**src/rtl/mac_lane_accumulator.sv**
```systemverilog
// -----------------------------------------------------------------------------
// mac_lane_accumulator
//
// Multi-lane multiply-accumulate engine. Each lane multiplies an activation
// (unsigned or two's complement, chosen per job) by a signed weight and sums
// the products over a programmable number of beats. A two-stage pipeline
// (product register, then accumulator) sits under a four-state control FSM
// (IDLE -> ACC -> DRAIN -> DONE). Valid/ready handshakes are used on both
// the input and the output side.
//
// Parameters:
//   bw       width of each activation / weight element
//   psum_bw  width of each lane accumulator and output element
//   lanes    number of parallel lanes
//   len_bw   width of the acc_len beat-count field
//
// Ports:
//   clk        rising-edge clock
//   reset      synchronous, active-high reset
//   a_signed   activation signedness, taken from the first beat of a job
//   in_valid   input beat valid
//   in_ready   block can accept a beat (IDLE or ACC)
//   a          activations, lane i = a[i*bw +: bw]
//   b          signed weights, lane i = b[i*bw +: bw]
//   acc_len    beats per job, taken from the first beat; 0 means 1
//   out_valid  accumulated result valid (DONE)
//   out_ready  consumer accepts the result
//   out        lane accumulators, lane i = out[i*psum_bw +: psum_bw]
//   busy       high in any state other than IDLE
//   sat_flag   (MAC_SATURATE_EN only) per lane, lane saturated during the job
//
// Build option:
//   MAC_SATURATE_EN  when defined, lane adds saturate to the signed psum_bw
//                    limits and the sat_flag port is present; otherwise the
//                    adds wrap modulo 2^psum_bw.
// -----------------------------------------------------------------------------
module mac_lane_accumulator #(
    parameter int bw      = 4,
    parameter int psum_bw = 16,
    parameter int lanes   = 4,
    parameter int len_bw  = 8
) (
    input  logic                       clk,
    input  logic                       reset,
    input  logic                       a_signed,
    input  logic                       in_valid,
    output logic                       in_ready,
    input  logic [lanes*bw-1:0]        a,
    input  logic [lanes*bw-1:0]        b,
    input  logic [len_bw-1:0]          acc_len,
    output logic                       out_valid,
    input  logic                       out_ready,
    output logic [lanes*psum_bw-1:0]   out,
    output logic                       busy
`ifdef MAC_SATURATE_EN
    ,
    output logic [lanes-1:0]           sat_flag
`endif
);

    typedef enum logic [1:0] {
        S_IDLE  = 2'd0,
        S_ACC   = 2'd1,
        S_DRAIN = 2'd2,
        S_DONE  = 2'd3
    } state_t;

    state_t              r_state;
    state_t              w_state_nxt;

    logic                w_accept;
    logic                w_out_fire;
    logic                w_a_signed_eff;
    logic                r_a_signed;
    logic                r_prod_vld;
    logic [len_bw-1:0]   r_count;
    logic [len_bw-1:0]   r_len;
    logic [len_bw-1:0]   w_len_in;
    logic [len_bw-1:0]   w_count_inc;

    // A programmed length of zero runs a single beat.
    assign w_len_in       = (acc_len == '0) ? len_bw'(1) : acc_len;
    assign w_count_inc    = r_count + len_bw'(1);
    assign w_accept       = in_valid && in_ready;
    assign w_out_fire     = out_valid && out_ready;

    // On the first beat the live a_signed applies; later beats use the copy
    // latched with that first beat.
    assign w_a_signed_eff = (r_state == S_IDLE) ? a_signed : r_a_signed;

    // -------------------------------------------------------------------------
    // Control FSM
    // -------------------------------------------------------------------------
    // NOTE: clocked state is updated with non-blocking (<=) assignments so all
    // registers sample the pre-edge values of each other.
    always_ff @(posedge clk) begin
        if (reset) begin
            r_state <= S_IDLE;
        end else begin
            r_state <= w_state_nxt;
        end
    end

    // NOTE: every output of this block gets a default before the case so no
    // path leaves a signal unassigned (which would infer a latch).
    always_comb begin
        w_state_nxt = r_state;
        in_ready    = 1'b0;
        out_valid   = 1'b0;
        busy        = 1'b1;
        case (r_state)
            S_IDLE: begin
                in_ready = 1'b1;
                busy     = 1'b0;
                if (in_valid) begin
                    w_state_nxt = (w_len_in == len_bw'(1)) ? S_DRAIN : S_ACC;
                end
            end
            S_ACC: begin
                in_ready = 1'b1;
                if (in_valid && (w_count_inc == r_len)) begin
                    w_state_nxt = S_DRAIN;
                end
            end
            S_DRAIN: begin
                // Last product is being added into the accumulators.
                w_state_nxt = S_DONE;
            end
            S_DONE: begin
                out_valid = 1'b1;
                if (out_ready) begin
                    w_state_nxt = S_IDLE;
                end
            end
            default: begin
                w_state_nxt = S_IDLE;
            end
        endcase
    end

    // -------------------------------------------------------------------------
    // Job bookkeeping: beat counter, latched length and signedness
    // -------------------------------------------------------------------------
    always_ff @(posedge clk) begin
        if (reset) begin
            r_count    <= '0;
            r_len      <= '0;
            r_a_signed <= 1'b0;
        end else if (w_accept) begin
            if (r_state == S_IDLE) begin
                r_count    <= len_bw'(1);
                r_len      <= w_len_in;
                r_a_signed <= a_signed;
            end else begin
                r_count    <= w_count_inc;
            end
        end else if (w_out_fire) begin
            r_count <= '0;
        end
    end

    // Stage-1 valid: the accepting edge marks the product registers as live.
    always_ff @(posedge clk) begin
        if (reset) begin
            r_prod_vld <= 1'b0;
        end else begin
            r_prod_vld <= w_accept;
        end
    end

    // -------------------------------------------------------------------------
    // Per-lane datapath
    // -------------------------------------------------------------------------
    for (genvar i = 0; i < lanes; i++) begin : g_lane
        logic [psum_bw-1:0] w_a_ext;
        logic [psum_bw-1:0] w_b_ext;
        logic [psum_bw-1:0] w_prod;
        logic [psum_bw-1:0] w_acc_nxt;
        logic [psum_bw-1:0] r_prod;
        logic [psum_bw-1:0] r_acc;

        // Both operands are extended straight to psum_bw; the low psum_bw bits
        // of the unsigned product equal the sign-extended signed product.
        assign w_a_ext = {{(psum_bw-bw){w_a_signed_eff & a[i*bw+bw-1]}}, a[i*bw +: bw]};
        assign w_b_ext = {{(psum_bw-bw){b[i*bw+bw-1]}}, b[i*bw +: bw]};
        assign w_prod  = w_a_ext * w_b_ext;

`ifdef MAC_SATURATE_EN
        logic               r_sat;
        logic               w_sat_nxt;
        logic [psum_bw:0]   w_sum;

        // One guard bit: the top two bits of the sum differ on overflow.
        assign w_sum = {r_acc[psum_bw-1], r_acc} + {r_prod[psum_bw-1], r_prod};

        always_comb begin
            w_acc_nxt = w_sum[psum_bw-1:0];
            w_sat_nxt = r_sat;
            if (r_sat) begin
                // A saturated lane holds its limit for the rest of the job.
                w_acc_nxt = r_acc;
            end else if (w_sum[psum_bw] != w_sum[psum_bw-1]) begin
                w_sat_nxt = 1'b1;
                w_acc_nxt = w_sum[psum_bw] ? {1'b1, {(psum_bw-1){1'b0}}}
                                           : {1'b0, {(psum_bw-1){1'b1}}};
            end
        end

        always_ff @(posedge clk) begin
            if (reset || w_out_fire) begin
                r_sat <= 1'b0;
            end else if (r_prod_vld) begin
                r_sat <= w_sat_nxt;
            end
        end

        assign sat_flag[i] = r_sat;
`else
        assign w_acc_nxt = r_acc + r_prod;
`endif

        // NOTE: the product and accumulator registers are cleared by reset so a
        // stale partial sum can never leak into the next job.
        always_ff @(posedge clk) begin
            if (reset) begin
                r_prod <= '0;
                r_acc  <= '0;
            end else begin
                if (w_accept) begin
                    r_prod <= w_prod;
                end
                if (w_out_fire) begin
                    r_acc <= '0;
                end else if (r_prod_vld) begin
                    r_acc <= w_acc_nxt;
                end
            end
        end

        assign out[i*psum_bw +: psum_bw] = r_acc;
    end

endmodule

```
**config.mk**
```make
export PLATFORM = sky130hd
export DESIGN_NAME = mac_lane_accumulator
export DESIGN_NICKNAME = d
export VERILOG_FILES = /design/src/rtl/mac_lane_accumulator.sv
export SDC_FILE = /design/constraint.sdc
export NUM_CORES = 1
export LEC_CHECK = 0
export CORE_MARGIN = 3
export CORE_UTILIZATION = 45
export CTS_BUF_LIST = sky130_fd_sc_hd__clkbuf_4 sky130_fd_sc_hd__clkbuf_8 sky130_fd_sc_hd__clkbuf_16
export CTS_CLUSTER_DIAMETER = 80
export DETAILED_ROUTE_END_ITERATION = 7
export GPL_TIMING_DRIVEN = 0
export PLACE_DENSITY = 0.66
export SYNTH_ARGS = -nofsm -noshare
export SYNTH_HDL_FRONTEND = slang
export SYNTH_SLANG_ARGS = --single-unit
```
**constraint.sdc**
```tcl
create_clock -name clk -period 4.45 [get_ports clk]
set_clock_uncertainty 0.1 [all_clocks]
set_input_delay 0.89 -clock clk [delete_from_list [all_inputs] [get_ports clk]]
set_output_delay 0.89 -clock clk [all_outputs]
set_load 0.03 [all_outputs]
```
; ---- Yosys cells after proc, flatten, opt, wreduce, memory -nomap -nowiden
; Cells that the tools add are included.
[word_totals]
register_bits = 148
latch_bits = 0
mem_bits_rw = 0
romBits = 0
out_inout_bits = 67
wordCells = 57
n_memories = 0
[op_classes]
addsub = 5
n_mul = 4
div = 0
order_cmp = 0
eq_ne = 8
shifts = 0
mux = 13
bitwise = 4
n_reduce_logical = 10
[op_table]
columns = op, n
row1 = 16-bit adder, 4
row2 = 5-bit by 4-bit multiplier with 9-bit output, 4
row3 = 8-bit two-way mux, 4
row4 = "8-bit by 1-bit adder with 8-bit output, second input constant", 1
row5 = "8-bit by 1-bit equality test with 1-bit output, second input constant", 1
row6 = 8-bit equality test, 1
row7 = 8-bit logical NOT, 1
row8 = 2-bit two-way mux, 4
row9 = 2-bit one-hot mux with 4 select lines, 1
row10 = "2-bit != test, second input constant", 3
row11 = 1-bit AND, 4
row12 = "2-bit equality test, second input constant", 2
row13 = 1-bit two-way mux, 4
row14 = 2-bit OR reduction, 2
row15 = 1-bit logical AND, 3
row16 = 3-bit AND reduction, 1
row17 = "2-bit by 1-bit equality test with 1-bit output, second input constant", 1
row18 = 2-bit logical NOT, 1
row19 = 2-bit AND reduction, 1
row20 = 2-bit nonzero test, 1

; ---- Logic depth before layout (Yosys ltp)
; Gate-level depths: netlist (run 1).
[logic_depth]
word_depth = 6
depth_mapped = 16
depth_no_buf = 16

; ---- Worst setup path after synthesis (run 1)
; OpenSTA, ideal clock, no wires.
[synth_timing]
path_kind = in2reg
start = in b[1]
end = reg g_lane[0].r_prod[7]
t_arrival_ns = 3.903
required_ns = 4.280
slack_ns = 0.377
path_stages = 13
n_path_buf = 1
path_cell_list = clkbuf_1 -> nand2_1 -> fa_1 -> fa_1 -> inv_1 -> fa_1 -> ha_1 -> fa_1 -> a21o_1 -> a21oi_1 -> xnor2_1 -> nand2_1 -> a21oi_1
[synth_via]
elab_chain_cells = 1
[synth_lines]
columns = item, line_no
row1 = "start, declared", 49  ; input logic [lanes*bw-1:0] b,
row2 = 5-bit by 4-bit multiplier with 9-bit output, 186  ; assign w_prod = w_a_ext * w_b_ext;
row3 = "end signal, assigned", 230  ; r_prod <= w_prod;
row4 = "end, declared", 179  ; logic [psum_bw-1:0] r_prod;
; No other way between the ends.
; A chain may end at the register's enable or synchronous reset.

; ---- Worst setup path after layout (run 1)
[layout_timing]
start = in a_signed
end = reg g_lane[1].r_prod[14]
[layout_via]
elab_chain_cells = 3
[layout_lines]
columns = item, line_no
row1 = "start, declared", 45  ; input logic a_signed,
row2 = 1-bit two-way mux, n/a
row3 = 1-bit AND, 184  ; assign w_a_ext = {{(psum_bw-bw){w_a_signed_eff & a[i*bw+bw-1]}}, a[i*bw +: bw]};
row4 = 5-bit by 4-bit multiplier with 9-bit output, 186
row5 = "end signal, assigned", 230
row6 = "end, declared", 179
; No other way between the ends.

==> report_table.html, run 1 <==
<table>
<tr><th>Metric</th><th>Value</th></tr>
<tr><th colspan="2">Layout</th></tr>
<tr><td>Number of fillers in the final layout</td><td>just over 2000</td></tr>
<tr><td>Final core area utilization</td><td>0.5540</td></tr>
<tr><td>Fraction of final layout cells with drive strength greater than 1</td><td>0.04188</td></tr>
<tr><td>Number of non-filler instances in the completed layout</td><td>1641</td></tr>
<tr><td>Ant. Diodes</td><td>0</td></tr>
<tr><td>Relative area change from synthesis to final layout</td><td>20.40%</td></tr>
<tr><td>Final Cell Area</td><td>between 10000 and 15000 µm²</td></tr>
<tr><td>Final net count</td><td>1560</td></tr>
<tr><th colspan="2">STA</th></tr>
<tr><td>Number of max-slew violations in the final report</td><td>0</td></tr>
<tr><td>Slew at the pin with the worst max-slew slack</td><td>0.8413 ns</td></tr>
<tr><td>Unrepaired setup endpoints after global routing</td><td>no</td></tr>
<tr><td>Crit share post-route</td><td>0.9433</td></tr>
<tr><td>Aggregate negative setup slack</td><td>0 ns</td></tr>
<tr><td>Maximum clock frequency</td><td>238.2 MHz</td></tr>
<tr><td>Total setup violations reported at the end of the flow</td><td>0</td></tr>
<tr><td>Final Worst Setup Slack</td><td>about 0.25 ns</td></tr>
<tr><td>Slew Limit Headroom</td><td>0.4391</td></tr>
<tr><td>Final worst hold slack</td><td>about 0.36 ns</td></tr>
<tr><td>Hold violation total from the final report</td><td>0</td></tr>
<tr><td>Post-route minimum period</td><td>4.198 ns</td></tr>
<tr><th colspan="2">Synthesis</th></tr>
<tr><td>Cell count after synthesis</td><td>between 1000 and 1500</td></tr>
<tr><td>Count of state elements after synthesis</td><td>120</td></tr>
<tr><td>EDFF count, synth</td><td>0</td></tr>
<tr><td>Sequential cell area fraction in the yosys report</td><td>0.2378</td></tr>
<tr><td>Top flip-flop cell by instance count after synthesis</td><td>sky130_fd_sc_hd__dfxtp_1</td></tr>
<tr><td>Cell type with the largest total area after synthesis</td><td>sky130_fd_sc_hd__dfxtp_1</td></tr>
<tr><td>Area fraction of the dominant cell type after synthesis</td><td>0.2378</td></tr>
<tr><td>Ranking of synthesized cells by area</td><td>sky130_fd_sc_hd__dfxtp_1, sky130_fd_sc_hd__ha_1, sky130_fd_sc_hd__fa_1, sky130_fd_sc_hd__nand2_1, sky130_fd_sc_hd__a21oi_1</td></tr>
<tr><td>Distinct cells, synth</td><td>55</td></tr>
<tr><td>Netlist area before placement</td><td>between 10000 and 15000 µm²</td></tr>
<tr><td>Proportion of register bits with asynchronous set or reset after synthesis</td><td>0</td></tr>
<tr><td>Synthesized net count</td><td>around 1400</td></tr>
<tr><td>Cell types with the highest counts after synthesis</td><td>sky130_fd_sc_hd__nand2_1, sky130_fd_sc_hd__ha_1, sky130_fd_sc_hd__dfxtp_1, sky130_fd_sc_hd__a21oi_1, sky130_fd_sc_hd__nor2_1</td></tr>
<tr><td>Mean instance size in the synthesized netlist</td><td>approximately 8.3 µm²</td></tr>
<tr><td>Yosys Warn Count</td><td>0</td></tr>
<tr><td>Library cell with the highest instance count after synthesis</td><td>sky130_fd_sc_hd__nand2_1</td></tr>
<tr><th colspan="2">Routing</th></tr>
<tr><td>Count of routing violations after the opening detailed-route iteration</td><td>398</td></tr>
<tr><td>Residual DRC</td><td>0</td></tr>
<tr><td>Detailed-router iteration count before antenna repair</td><td>5</td></tr>
<tr><td>Count of antenna-violating nets left after detailed routing</td><td>0</td></tr>
<tr><td>Total Routed Length</td><td>roughly 25 mm</td></tr>
<tr><td>Total number of vias</td><td>~8800</td></tr>
<tr><td>Average wire per cell in the routed design</td><td>15.07 µm</td></tr>
<tr><td>Mean number of vias per cell</td><td>around 5.3</td></tr>
<tr><th colspan="2">Setup path</th></tr>
<tr><td>Data required, critical path</td><td>4.70 ns</td></tr>
<tr><td>Data arrival time at the worst-slack endpoint</td><td>roughly 4.5 ns</td></tr>
<tr><td>Startpoint type of the worst setup path</td><td>input port</td></tr>
<tr><td>Crit. End Element</td><td>flip-flop</td></tr>
<tr><td>Crit-path max FO</td><td>6</td></tr>
<tr><td>Worst setup path category</td><td>in -&gt; reg</td></tr>
<tr><th colspan="2">CTS</th></tr>
<tr><td>Clock latency on the worst-skew pair</td><td>~0.42 ns</td></tr>
<tr><td>Number of CTS-inserted buffers</td><td>17</td></tr>
<tr><td>Master cell of the clock root buffer</td><td>sky130_fd_sc_hd__clkbuf_16</td></tr>
<tr><td>Number of buffers on the longest clock path</td><td>2</td></tr>
<tr><td>TritonCTS Sinks</td><td>120</td></tr>
<tr><td>Deepest level of the CTS H-tree</td><td>4</td></tr>
<tr><td>Setup repair bufs after CTS</td><td>0</td></tr>
<tr><td>TritonCTS clock tree</td><td>done</td></tr>
<tr><td>Clock edge transition at the registers on the reported setup and hold paths</td><td>around 0.060 ns</td></tr>
<tr><th colspan="2">Hold path</th></tr>
<tr><td>Min-delay worst type</td><td>reg -&gt; reg</td></tr>
<tr><th colspan="2">Placed design</th></tr>
<tr><td>Global placement routability congestion</td><td>between 0.8 and 0.9</td></tr>
<tr><td>HPWL after DPL</td><td>between 15 and 20 mm</td></tr>
<tr><td>Port-buffer cells</td><td>~110</td></tr>
<tr><td>Cell area after placement</td><td>roughly 12000 µm²</td></tr>
<tr><td>Worst slack at placement</td><td>-0.6267 ns</td></tr>
<tr><td>Dpl cells</td><td>~1600</td></tr>
<tr><th colspan="2">GRT</th></tr>
<tr><td>Total track usage</td><td>0.2068</td></tr>
<tr><td>Number of antenna violations at the first check in global routing</td><td>0</td></tr>
<tr><td>Global route total overflow</td><td>0</td></tr>
<tr><td>Via count of the first global-routing pass</td><td>8330</td></tr>
<tr><td>Pin count of the biggest net entering global routing</td><td>17</td></tr>
<tr><td>Global-route wire length before repair</td><td>around 41 mm</td></tr>
<tr><th colspan="2">Power</th></tr>
<tr><td>Total power</td><td>approximately 5.3 mW</td></tr>
<tr><td>VDD IR-drop max</td><td>0.0002871 V</td></tr>
<tr><td>Leakage</td><td>around 5.3 nW</td></tr>
<tr><td>Power density of the placed cells</td><td>between 400 and 500 nW/µm²</td></tr>
<tr><th colspan="2">Die</th></tr>
<tr><td>Height of the die</td><td>approximately 160 µm</td></tr>
<tr><td>Die W</td><td>roughly 160 µm</td></tr>
<tr><td>Core area</td><td>21960 µm²</td></tr>
<tr><td>Starting density of the core</td><td>0.4601</td></tr>
<tr><td>Total number of placement rows</td><td>54</td></tr>
<tr><td>Num ports</td><td>112</td></tr>
<tr><td>Area of the die</td><td>~24000 µm²</td></tr>
<tr><th colspan="2">Run</th></tr>
<tr><td>Max-cap check violation count</td><td>0</td></tr>
<tr><th colspan="2">Status</th></tr>
<tr><td>Run status</td><td>completed</td></tr>
</table>
[worst paths after layout]
check / start / end / slack (ns) / depth (start not counted)
worst min register to register: g_lane[0].r_prod[0]$_SDFFE_PP0P_ / g_lane[0].r_prod[0]$_SDFFE_PP0P_ / 0.36 / 2
worst max-delay path: a_signed / g_lane[1].r_prod[14]$_SDFFE_PP0P_ / 0.25 / 15
worst min-delay path: g_lane[0].r_prod[0]$_SDFFE_PP0P_ / g_lane[0].r_prod[0]$_SDFFE_PP0P_ / 0.36 / 2
worst max register to register: r_state[0]$_SDFFE_PP0P_ / g_lane[1].r_prod[14]$_SDFFE_PP0P_ / 0.36 / 16
[per-layer routing]
| layer | track usage | up-vias | share of wire |
|---|---|---|---|
| met2 | 0.3266 | 184 | 0.44 |
| met5 | 0 | - | 0 |
| met1 | 0.2844 | 4037 | 0.49 |
| met4 | 0.08495 | 0 | 0.030 |
| li1 | - | 4488 | - |
| met3 | 0.03024 | 46 | 0.040 |
[flip-flops by register name, summed over array words and instances, names as in the netlist]
signal,cells
g_lane.r_acc,64
g_lane.r_prod,36
r_count,8
r_len,8
r_state,2
r_a_signed,1
r_prod_vld,1
[placed cells by master (no fill, tap or decap), drive strengths merged, types with 7 or more instances in the layout]
cell type,n
a31o,10
a211oi,19
and2,43
o21ai,43
a31oi,7
nand2b,15
o21a,11
ha,123
nor2,100
nor3,13
clkdlybuf4s50,109
inv,85
nor2b,17
o211ai,8
mux2i,33
clkbuf,52
a21o,19
nand3,25
a21oi,108
fa,44
buf,10
nand3b,18
dfxtp,120
xor2,29
nand2,150
xnor2,61
[repair_timing]
| item | CTS | global route |
|---|---|---|
| endpoints found under the setup margin | 4 | 4 |
| pin swaps | 0 | 0 |
| gates resized for setup | 1 | 4 |
| hold buffers | 0 | 0 |
[where the power goes]
group | total, mW | internal (mW) | switching (mW)
Combinational | 2.44 | 1.05 | 1.39
Clock | 1.39 | 0.858 | 0.536
Sequential | 1.48 | 1.26 | 0.220
Total | 5.32 | 3.17 | 2.15
[layout make-up]
| type | count | area [µm²] | share of cell area |
|---|---|---|---|
| multi-input cells | 976 | 7258 | 0.5967 |
| flip-flops and latches | 120 | 2402 | 0.1975 |
| repair buffers | 109 | 1091 | 0.08969 |
| clock buffers | 19 | 452.9 | 0.03724 |
| well taps | 280 | 350.3 | 0.02880 |
| inverters | 81 | 304.0 | 0.02499 |
| plain buffers | 43 | 161.4 | 0.01327 |
| clock inverters | 13 | 143.9 | 0.01183 |
[logic make-up after synthesis]
family,after synthesis,synth area share
xor+xnor,90,0.07802
buf+inv,124,0.04607
flops,120,0.2378
simple gates,418,0.1991
compound gates,264,0.1624
fa+ha+maj,167,0.2395
mux,37,0.03715
[critical path, cell delays in order]
cell and delay [ns]:
sky130_fd_sc_hd__clkdlybuf4s50_1 0.52, sky130_fd_sc_hd__mux2i_4 0.15, sky130_fd_sc_hd__nor2b_2 0.24, sky130_fd_sc_hd__nand2_1 0.10
sky130_fd_sc_hd__fa_1 0.47, sky130_fd_sc_hd__fa_1 0.54, sky130_fd_sc_hd__inv_1 0.04, sky130_fd_sc_hd__ha_1 0.29
sky130_fd_sc_hd__ha_1 0.34, sky130_fd_sc_hd__a21oi_1 0.22, sky130_fd_sc_hd__o21bai_1 0.09, sky130_fd_sc_hd__a21oi_1 0.17
sky130_fd_sc_hd__xnor2_1 0.13, sky130_fd_sc_hd__nand2_1 0.09, sky130_fd_sc_hd__a21oi_1 0.16
Power figures use the tool's default switching activity.
==> inputs of run 2 (changes only) <==
Settings changed: REMOVE_ABC_BUFFERS from default to 1.
==> run 2 against run 1 <==
Hold slack worse by 0.0055 ns. Count of clock-buffer cells in the layout down 1. Cell count is 2.1% lower. Fmax rose by 0.34%. Flip-flop and latch count stayed put. First-iteration DRC count decreased by 13%. Combinational power decreased by 2%. Clock power increased by 7%. Sequential power is essentially flat. Register-to-register slack worse by 0.02 ns. Critical endpoint unchanged. Largest cell class unchanged.
==> report_table.html, run 2 (same netlist as run 1, synthesis figures left out) <==
<table>
<tr><th>Metric</th><th>Value</th></tr>
<tr><th colspan="2">Routing</th></tr>
<tr><td>Mean number of vias per cell</td><td>approximately 5.3</td></tr>
<tr><td>Detailed-router iteration count before antenna repair</td><td>4</td></tr>
<tr><td>Count of antenna-violating nets left after detailed routing</td><td>0</td></tr>
<tr><td>Average wire per cell in the routed design</td><td>between 10 and 15 µm</td></tr>
<tr><td>Residual DRC</td><td>0</td></tr>
<tr><td>Count of routing violations after the opening detailed-route iteration</td><td>around 350</td></tr>
<tr><td>Total number of vias</td><td>8462</td></tr>
<tr><td>Total Routed Length</td><td>22.30 mm</td></tr>
<tr><th colspan="2">Layout</th></tr>
<tr><td>Final net count</td><td>around 1500</td></tr>
<tr><td>Number of non-filler instances in the completed layout</td><td>between 1500 and 2000</td></tr>
<tr><td>Fraction of final layout cells with drive strength greater than 1</td><td>0.05354</td></tr>
<tr><td>Max FFs per register</td><td>between 60 and 70</td></tr>
<tr><td>Leading registers by flop count</td><td>g_lane.r_acc: 64 flops, g_lane.r_prod: 36 flops</td></tr>
<tr><td>Ant. Diodes</td><td>0</td></tr>
<tr><td>Leading cell types in the layout, fill and taps excluded</td><td>sky130_fd_sc_hd__nand2_1, sky130_fd_sc_hd__ha_1, sky130_fd_sc_hd__dfxtp_1</td></tr>
<tr><td>Final core area utilization</td><td>0.5553</td></tr>
<tr><td>Number of fillers in the final layout</td><td>slightly above 2000</td></tr>
<tr><td>Reg with most FFs</td><td>g_lane.r_acc</td></tr>
<tr><td>Relative area change from synthesis to final layout</td><td>20.68%</td></tr>
<tr><td>Most common cell after layout, fill and taps aside</td><td>sky130_fd_sc_hd__nand2_1</td></tr>
<tr><th colspan="2">CTS</th></tr>
<tr><td>Master cell of the clock root buffer</td><td>sky130_fd_sc_hd__clkbuf_16</td></tr>
<tr><td>TritonCTS clock tree</td><td>done</td></tr>
<tr><td>Number of buffers on the longest clock path</td><td>2</td></tr>
<tr><td>Clock edge transition at the registers on the reported setup and hold paths</td><td>0.06 ns</td></tr>
<tr><td>TritonCTS Sinks</td><td>120</td></tr>
<tr><td>Number of CTS-inserted buffers</td><td>17</td></tr>
<tr><td>Deepest level of the CTS H-tree</td><td>4</td></tr>
<tr><td>Clock latency on the worst-skew pair</td><td>just over 0.4 ns</td></tr>
<tr><th colspan="2">Hold path</th></tr>
<tr><td>Min-delay worst type</td><td>reg -&gt; reg</td></tr>
<tr><td>Endpoint of the worst hold-timing path</td><td>g_lane[2].r_prod[5]$_SDFFE_PP0P_</td></tr>
<tr><td>Start point of the worst min-delay path</td><td>g_lane[2].r_prod[5]$_SDFFE_PP0P_</td></tr>
<tr><td>Number of cells on the worst hold path</td><td>2</td></tr>
<tr><th colspan="2">Placed design</th></tr>
<tr><td>HPWL after DPL</td><td>~17 mm</td></tr>
<tr><td>Port-buffer cells</td><td>roughly 110</td></tr>
<tr><td>Global placement routability congestion</td><td>0.8366</td></tr>
<tr><td>Dpl cells</td><td>around 1600</td></tr>
<tr><th colspan="2">STA</th></tr>
<tr><td>Aggregate negative setup slack</td><td>0 ns</td></tr>
<tr><td>Unrepaired setup endpoints after global routing</td><td>no</td></tr>
<tr><td>Crit share post-route</td><td>0.9401</td></tr>
<tr><td>Total setup violations reported at the end of the flow</td><td>0</td></tr>
<tr><td>Hold violation total from the final report</td><td>0</td></tr>
<tr><td>Slew Limit Headroom</td><td>0.4104</td></tr>
<tr><td>Number of max-slew violations in the final report</td><td>0</td></tr>
<tr><td>Maximum clock frequency</td><td>~240 MHz</td></tr>
<tr><td>Final worst hold slack</td><td>between 0.3 and 0.4 ns</td></tr>
<tr><td>Post-route minimum period</td><td>between 4 and 5 ns</td></tr>
<tr><td>Slew at the pin with the worst max-slew slack</td><td>0.8843 ns</td></tr>
<tr><th colspan="2">Die</th></tr>
<tr><td>Area of the die</td><td>~24000 µm²</td></tr>
<tr><td>Height of the die</td><td>155.8 µm</td></tr>
<tr><td>Num ports</td><td>~110</td></tr>
<tr><td>Total number of placement rows</td><td>54</td></tr>
<tr><td>Die W</td><td>~160 µm</td></tr>
<tr><td>Starting density of the core</td><td>0.4601</td></tr>
<tr><td>Core area</td><td>roughly 22000 µm²</td></tr>
<tr><th colspan="2">Setup path</th></tr>
<tr><td>Reg-to-Reg Start</td><td>r_state[0]$_SDFFE_PP0P_</td></tr>
<tr><td>Crit. End Element</td><td>flip-flop</td></tr>
<tr><td>Number of cells on the worst reg-to-reg path</td><td>15</td></tr>
<tr><td>Worst R2R Setup Slack</td><td>roughly 0.34 ns</td></tr>
<tr><td>Critical path, cell by cell</td><td>clkdlybuf4s50_1, mux2i_4, nor2b_2, nand2_1, fa_1, fa_1, inv_1, ha_1, ha_1, a21oi_1, o21bai_1, a21oi_1, xnor2_1, nand2_1, a21oi_1</td></tr>
<tr><td>Worst r2r dst</td><td>g_lane[2].r_prod[14]$_SDFFE_PP0P_</td></tr>
<tr><td>Crit-path max FO</td><td>6</td></tr>
<tr><td>Logic depth of the worst path, buffers included</td><td>15</td></tr>
<tr><td>Worst setup path category</td><td>in -&gt; reg</td></tr>
<tr><td>Max stage delay on crit path</td><td>approximately 0.55 ns</td></tr>
<tr><td>Family with the most delay on the worst path</td><td>adder cells</td></tr>
<tr><td>Data required, critical path</td><td>between 4 and 5 ns</td></tr>
<tr><td>Worst-path cell with the longest stage delay</td><td>sky130_fd_sc_hd__fa_1</td></tr>
<tr><td>Crit-path most repeated cell</td><td>sky130_fd_sc_hd__a21oi_1</td></tr>
<tr><td>Data arrival time at the worst-slack endpoint</td><td>4.43 ns</td></tr>
<tr><td>Startpoint type of the worst setup path</td><td>input port</td></tr>
<tr><td>Buffering stage count on the worst path with inverters included</td><td>2</td></tr>
<tr><th colspan="2">Power</th></tr>
<tr><td>VDD IR-drop max</td><td>0.0002315 V</td></tr>
<tr><td>Power density of the placed cells</td><td>about 440 nW/µm²</td></tr>
<tr><td>Total power</td><td>5.339 mW</td></tr>
<tr><td>Leakage</td><td>5.329 nW</td></tr>
<tr><th colspan="2">GRT</th></tr>
<tr><td>Pin count of the biggest net entering global routing</td><td>55</td></tr>
<tr><td>Total track usage</td><td>0.1898</td></tr>
<tr><td>Global-route wire length before repair</td><td>about 39 mm</td></tr>
<tr><td>Global route total overflow</td><td>0</td></tr>
<tr><td>Number of antenna violations at the first check in global routing</td><td>0</td></tr>
<tr><td>Via count of the first global-routing pass</td><td>8271</td></tr>
<tr><th colspan="2">Status</th></tr>
<tr><td>Run status</td><td>completed</td></tr>
<tr><th colspan="2">Run</th></tr>
<tr><td>Max-cap check violation count</td><td>0</td></tr>
</table>
[run 2: cell count changes in the layout (fill, tap and decap cells not counted), sizes merged]
cell,delta
dlymetal6s2s,+2
clkbuf,-34
clkinv,+2
inv,-1
buf,-3
clkinvlp,-2
clkdlybuf4s50,-1
bufinv,+2
[run 2: area by class of cell]
cell class / instances / area [µm²] / area share
Sequential cell: 120 / 2406 / 0.1973
Clock buffer: 18 / 439.2 / 0.03602
Inverter: 81 / 304.0 / 0.02494
Clock inverter: 14 / 195.2 / 0.01601
Multi-Input combinational cell: 976 / 7277 / 0.5968
Timing Repair Buffer: 117 / 1221 / 0.1002
Tap cell: 280 / 350.3 / 0.02873
[run 2: worst max-delay path by stage]
stage                        start                           endpoint  slack (ns)
after floorplan           a_signed  g_lane[1].r_prod[14]$_SDFFE_PP0P_        0.50
after global placement       reset   g_lane[1].r_acc[14]$_SDFFE_PP0P_       -3.03
after detailed placement  a_signed  g_lane[3].r_prod[14]$_SDFFE_PP0P_       -0.87
after CTS                 a_signed  g_lane[3].r_prod[14]$_SDFFE_PP0P_        0.08
after global routing      a_signed  g_lane[1].r_prod[14]$_SDFFE_PP0P_        0.01
final                     a_signed  g_lane[1].r_prod[14]$_SDFFE_PP0P_        0.27
[run 2: power by group]
group	leakage [nW]	total, mW	switching [mW]	internal [mW]
Combinational	4.04	2.38	1.32	1.06
Sequential	0.978	1.47	0.206	1.26
Clock	0.307	1.49	0.535	0.956
Total	5.33	5.34	2.06	3.28
[run 2: through the flow]
stage	area [µm²]	setup slack, ns
2_1_floorplan	9942	0.4962
3_3_place_gp	11400	-3.033
3_5_place_dp	11510	-0.8715
4_1_cts	12160	0.07761
5_1_grt	12190	0.01119
6_report	12190	0.2667
[run 2: layer usage]
metal  track usage  vias up  share of wire
li1              -     4418              -
met1        0.2500     3918           0.48
met2        0.3208      105           0.47
met3       0.03551       21          0.039
met4       0.04962        0          0.013
met5             0        -              0
[run 2: timing repair]
| item | CTS | global route |
|---|---|---|
| gates resized for setup | 3 | 5 |
| endpoints found under the setup margin | 14 | 6 |
| hold buffers | 0 | 0 |
| buffers inserted | 0 | 2 |
[run 2: tightest hold or removal path: cells and delay by family (launching register included)]
family,cells,cell delay (ns)
AO/OA/AOI/OAI,1,0.05
AND/OR/NAND/NOR,1,0.05
flip-flops,1,0.31
